$ cat config.mk
export PLATFORM = sky130hd
export DESIGN_NAME = tt_um_csa_bist
export DESIGN_NICKNAME = d
export VERILOG_FILES = /design/src/rtl/tt_um_csa_bist.sv
export SDC_FILE = /design/constraint.sdc
export NUM_CORES = 1
export LEC_CHECK = 0
export BUFFER_PORTS_ARGS = -buffer_cell sky130_fd_sc_hd__clkbuf_2
export CORE_AREA = 2 2 83 85
export DETAILED_ROUTE_END_ITERATION = 8
export DIE_AREA = 0 0 85 87
export PLACE_DENSITY = 0.8
export RECOVER_POWER = 100
export SYNTH_ARGS = -nofsm -noshare
export SYNTH_HDL_FRONTEND = slang
export SYNTH_SLANG_ARGS = --single-unit
$ cat constraint.sdc
create_clock -name clk -period 6.8 [get_ports clk]
set_clock_uncertainty 0.15 [all_clocks]
set_input_delay 0.34 -clock clk [delete_from_list [all_inputs] [get_ports clk]]
set_output_delay 0.34 -clock clk [all_outputs]
set_load 0.1 [all_outputs]
$ cat src/rtl/tt_um_csa_bist.sv
// Built-in self-test for a 4-bit carry-select adder. Applies exhaustive or
// LFSR-generated vectors through a two-stage pipeline and compares each
// result against a behavioural reference. Reports pass/fail, a saturating
// error count and the index of the first failing vector.
module tt_um_csa_bist (
  input  logic       clk,
  input  logic       rst_n,
  input  logic       ena,
  input  logic [7:0] ui_in,
  output logic [7:0] uo_out,
  input  logic [7:0] uio_in,
  output logic [7:0] uio_out,
  output logic [7:0] uio_oe
);

  typedef enum logic [1:0] {
    S_IDLE = 2'd0,
    S_RUN  = 2'd1,
    S_DONE = 2'd2
  } state_t;

  state_t      r_state;
  state_t      w_next;
  logic        w_enter;
  logic        w_last;

  logic        r_start_s;
  logic        r_start_p;
  logic        w_start_edge;

  logic        r_mode;
  logic [8:0]  r_gen;
  logic [9:0]  r_cyc;
  logic [9:0]  w_nvec;
  logic        w_issue;
  logic [8:0]  w_gen_next;

  logic [3:0]  r_a1;
  logic [3:0]  r_b1;
  logic        r_cin1;
  logic [8:0]  r_k1;
  logic        r_v1;

  logic [4:0]  r_dut2;
  logic [4:0]  r_ref2;
  logic [8:0]  r_k2;
  logic        r_v2;

  logic [3:0]  r_err;
  logic        r_fail;
  logic [7:0]  r_ffidx;

  logic [2:0]  w_lo;
  logic [2:0]  w_hi0;
  logic [2:0]  w_hi1;
  logic [4:0]  w_dut;
  logic [4:0]  w_ref;
  logic        w_mismatch;

  logic        w_unused;
  assign w_unused = &{1'b0, ena, uio_in, ui_in[7:3]};

  assign uio_oe = 8'hFF;

  // Start is registered once, then edge-detected against its previous sample
  always_ff @(posedge clk or negedge rst_n) begin
    if (!rst_n) begin
      r_start_s <= 1'b0;
      r_start_p <= 1'b0;
    end else begin
      r_start_s <= ui_in[0];
      r_start_p <= r_start_s;
    end
  end

  assign w_start_edge = r_start_s & ~r_start_p;

  // Vector count depends on the mode latched at RUN entry
  assign w_nvec  = r_mode ? 10'd511 : 10'd512;
  assign w_issue = (r_cyc < w_nvec);
  assign w_last  = (r_cyc == w_nvec + 10'd1);

  // Carry-select adder under test: upper block precomputed for both carries
  always_comb begin
    w_lo  = {1'b0, r_a1[1:0]} + {1'b0, r_b1[1:0]} + {2'b00, r_cin1};
    w_hi0 = {1'b0, r_a1[3:2]} + {1'b0, r_b1[3:2]};
    w_hi1 = {1'b0, r_a1[3:2]} + {1'b0, r_b1[3:2]} + 3'd1;
    w_dut = w_lo[2] ? {w_hi1, w_lo[1:0]} : {w_hi0, w_lo[1:0]};
    w_ref = {1'b0, r_a1} + {1'b0, r_b1} + {4'b0000, r_cin1};
  end

  assign w_mismatch = (r_dut2 != r_ref2);

  // Next generator value: counter in exhaustive mode, Fibonacci LFSR otherwise
  assign w_gen_next = r_mode ? {r_gen[7:0], r_gen[8] ^ r_gen[4]} : r_gen + 9'd1;

  // FSM state register
  always_ff @(posedge clk or negedge rst_n) begin
    if (!rst_n) r_state <= S_IDLE;
    else        r_state <= w_next;
  end

  // FSM next state; start edges seen during RUN are ignored
  always_comb begin
    w_next  = r_state;
    w_enter = 1'b0;
    case (r_state)
      S_IDLE, S_DONE: begin
        if (w_start_edge) begin
          w_next  = S_RUN;
          w_enter = 1'b1;
        end
      end
      S_RUN: begin
        if (w_last) w_next = S_DONE;
      end
      default: w_next = S_IDLE;
    endcase
  end

  // Vector generation, pipeline stages and error bookkeeping
  always_ff @(posedge clk or negedge rst_n) begin
    if (!rst_n) begin
      r_mode  <= 1'b0;
      r_gen   <= '0;
      r_cyc   <= '0;
      r_a1    <= '0;
      r_b1    <= '0;
      r_cin1  <= 1'b0;
      r_k1    <= '0;
      r_v1    <= 1'b0;
      r_dut2  <= '0;
      r_ref2  <= '0;
      r_k2    <= '0;
      r_v2    <= 1'b0;
      r_err   <= '0;
      r_fail  <= 1'b0;
      r_ffidx <= '0;
    end else if (w_enter) begin
      r_mode  <= ui_in[1];
      r_gen   <= ui_in[1] ? 9'h001 : 9'h000;
      r_cyc   <= '0;
      r_k1    <= '0;
      r_v1    <= 1'b0;
      r_v2    <= 1'b0;
      r_err   <= '0;
      r_fail  <= 1'b0;
      r_ffidx <= '0;
    end else if (r_state == S_RUN) begin
      r_cyc <= r_cyc + 10'd1;
      if (w_issue) begin
        r_a1   <= r_gen[3:0];
        r_b1   <= r_gen[7:4];
        r_cin1 <= r_gen[8];
        r_k1   <= r_cyc[8:0];
        r_v1   <= 1'b1;
        r_gen  <= w_gen_next;
      end else begin
        r_v1   <= 1'b0;
      end
      r_dut2 <= w_dut ^ {4'b0000, ui_in[2]};
      r_ref2 <= w_ref;
      r_k2   <= r_k1;
      r_v2   <= r_v1;
      if (r_v2 && w_mismatch) begin
        r_fail <= 1'b1;
        if (r_err != 4'hF) r_err <= r_err + 4'd1;
        if (!r_fail) r_ffidx <= r_k2[7:0];
      end
    end
  end

  // Status outputs decoded from state
  always_comb begin
    uo_out  = '0;
    uio_out = '0;
    case (r_state)
      S_RUN: begin
        uo_out  = {r_err, r_fail, 1'b0, 1'b0, 1'b1};
        uio_out = r_k1[7:0];
      end
      S_DONE: begin
        uo_out  = {r_err, r_fail, ~r_fail, 1'b1, 1'b0};
        uio_out = r_ffidx;
      end
      default: begin
        uo_out  = '0;
        uio_out = '0;
      end
    endcase
  end

endmodule

==> impl_metrics.env <==
export IMPL_status="complete, but fails checks"
export IMPL_violations="max-capacitance violations, max-slew violations"
export IMPL_period_minus_slack_ns=4.22
export IMPL_syn_inst=388
export IMPL_max_freq_mhz=237
export IMPL_drt_wirelength_per_cell_um=15.7
export IMPL_initial_core_util_pct=57.9
export IMPL_power_leakage_nw=1.83
export IMPL_hpwl_um=5250
export IMPL_post_cts_buffers=0
export IMPL_drtIter0Drc=241
export IMPL_synthTopCellsByCount="dfrtp_1 (70), nor2_1 (35), nand2_1 (32)"
export IMPL_cts_tree="done"
export IMPL_cp_max_fo=36
export IMPL_dpl_cell_area_mm2=0.00392
export IMPL_tns_ns=0
export IMPL_ys_flop_type="dfrtp_1"
export IMPL_slew_headroom_pct=-32.6
export IMPL_period_share_pct=62.1
export IMPL_grt_use_total_pct=22.2
export IMPL_design_area_mm2=0.00413
export IMPL_pwr_density_cell_mw_per_mm2=496
export IMPL_worst_ep_required_time_ns=6.31
export IMPL_worst_slew_pin_slew_ns=1.99
export IMPL_ys_seq_area_share_pct=46.1
export IMPL_synth_edf_count=0
export IMPL_vias_per_cell=5.94
export IMPL_drt_wl_total_um=7700
export IMPL_synth_area_mm2=0.00380
export IMPL_crit_path_start_kind="flop"
export IMPL_cts_buffer_depth=2
export IMPL_clk_latency_ns=0.35
export IMPL_num_vias=2912
export IMPL_fp_dieH_um=87
export IMPL_critPathCaptureType="output pin"
export IMPL_grt_pass1_wl_um=13100
export IMPL_synth_top_area_share_pct=46.1
export IMPL_cts_root_buf="clkbuf_8"
export IMPL_area_delta_synth_final_pct=8.45
export IMPL_first_global_vias=2781
export IMPL_port_buffers=20
export IMPL_core_region_area_mm2=0.00657
export IMPL_async_flop_share_pct=100
export IMPL_yosysWarnings=0
export IMPL_rows=30
export IMPL_antennaDiodeCount=0
export IMPL_fp_dieW_um=85
export IMPL_hold_viol=0
export IMPL_cts_sink_count=70
export IMPL_grt_ovfl_total=0
export IMPL_clk_pin_slew_ns=0.08
export IMPL_maxCapViolCount=4
export IMPL_cp_arrival_ns=3.73
export IMPL_cts_buffers=9
export IMPL_remaining_drc_errors=0
export IMPL_synth_most_common_cell="dfrtp_1"
export IMPL_dr_pass1_iters=4
export IMPL_finalMaxSlewViolations=148
export IMPL_cts_htree_levels=3
export IMPL_drive_gt1_share_pct=8.78
export IMPL_io_pins=43
export IMPL_yosys_top_cells_area="dfrtp_1 (46%), ha_1 (7.2%), o21ai_0 (3.6%)"
export IMPL_fp_dieArea_mm2=0.00740
export IMPL_rsz0062_at_grt="false"
export IMPL_antenna_found_initial=0
export IMPL_worst_setup_path_type="reg -> out"
export IMPL_setup_viol=0
export IMPL_gp_congestion=0.819
export IMPL_hp_class="in -> reg"
export IMPL_synth_seq_cells=70
export IMPL_avgSynthCellArea_um2=9.80
export IMPL_ir_drop_uv=274
export IMPL_synth_distinct_cells=54
export IMPL_drt_antenna_violating_nets=0
export IMPL_cts_resized=0
export IMPL_grt_start_max_net_pins=40
export IMPL_final_nets=448
export IMPL_yosys_area_top_type="dfrtp_1"
export IMPL_power_total_mw=2.04
export IMPL_ctsHoldBuffers=2
export IMPL_fillerInstances=543
where the power goes:
group	switching [mW]	internal, mW
clock network	0.167	0.219
registers	0.159	0.564
logic	0.597	0.339
layer usage:
layer	routed length [um]	share of wire [%]	vias to the layer above	track usage [%]
li1	-	-	1385	-
met1	3620	47	1429	30.1
met2	3610	47	87	36.6
met3	357	4.6	11	4.17
met4	110	1.4	0	6.49
met5	0	0	-	0
sequential cells by signal (all words and copies together) (netlist names), 2 cells and up:
register	count
r_a1	4
r_b1	4
r_cyc	10
r_dut2	3
r_err	4
r_ffidx	8
r_gen	9
r_k1	8
r_k2	8
r_ref2	3
r_state	2
through the flow:
| step | instances | hold WS, ns | utilization [%] | setup slack (ns) |
|---|---|---|---|---|
| after detailed placement | 472 | 0.226 | 59.7 | 3.51 |
| after CTS | 490 | 0.0766 | 63.5 | 3.49 |
| after floorplan | 395 | -0.106 | - | 2.87 |
| after global routing | 490 | 0.104 | 62.8 | 2.24 |
| after global placement | 472 | 0.207 | 59.7 | 3.57 |
| final | 490 | 0.0852 | 62.8 | 2.58 |
placed cells by master (no fill, tap or decap), drive strengths merged, types with 3 or more instances in the layout:
cell | netlist | routed
a31oi | 4 | 4
nand4 | 6 | 6
nor3 | 5 | 5
o211ai | 3 | 3
conb | 1 | 8
xnor2 | 4 | 4
nand2 | 32 | 32
or3 | 3 | 3
mux2i | 4 | 4
and2 | 5 | 5
a22o | 8 | 8
o21ai | 28 | 28
nand3 | 15 | 15
inv | 20 | 21
dfrtp | 70 | 70
nor2 | 35 | 35
nor4 | 4 | 4
mux2 | 12 | 12
a21boi | 8 | 8
clkbuf | 10 | 33
a211oi | 4 | 4
nor2b | 3 | 3
a21oi | 26 | 26
xor2 | 11 | 11
ha | 22 | 22
o21a | 3 | 3
final cells by class:
type                    count  area, um2  area share (%)
multi-input cells         279       1860            45.0
flip-flops and latches     70       1750            42.5
clock buffers              10        138            3.34
repair buffers             25        110            2.67
well taps                  80        100            2.43
clock inverters             6       93.8            2.27
inverters                  20       75.1            1.82
cell families (layout without fill, tap and decap cells):
family          count (synthesis)  count (layout)  synth area share (%)
fa+ha+maj                      24              24                  8.29
flops                          70              70                  46.1
buf+inv                        46              61                  5.56
other cells                     1               8                0.0986
mux                            16              16                  4.61
xor+xnor                       15              15                  3.45
compound gates                 97              97                  16.5
simple gates                  119             119                  15.4
critical path: stages (launching register included):
cell and delay, ns:
dfrtp_1 0.42, inv_1 0.11, ha_1 0.23, clkbuf_1 1.19, nand2_1 0.26, a21boi_0 0.27
clkbuf_1 0.88
worst paths after layout:
kind                                         from                     end  slack (ns)  cells past startpoint
max in group asynchronous                   rst_n  r_ffidx[1]$_DFFE_PN0P_        3.05                      3
setup / recovery           r_state[1]$_DFFE_PN0P_              uio_out[0]        2.58                      6
min in group asynchronous                   rst_n   r_dut2[4]$_DFFE_PN0P_        0.85                      2
hold reg to reg               r_start_s$_DFF_PN0_     r_start_p$_DFF_PN0_        0.23                      0
setup reg to reg           r_state[0]$_DFFE_PN0P_  r_ffidx[1]$_DFFE_PN0P_        3.20                      7
hold / removal                           ui_in[1]      r_mode$_DFFE_PN0P_        0.09                      3
Power figures use the tool's default switching activity.
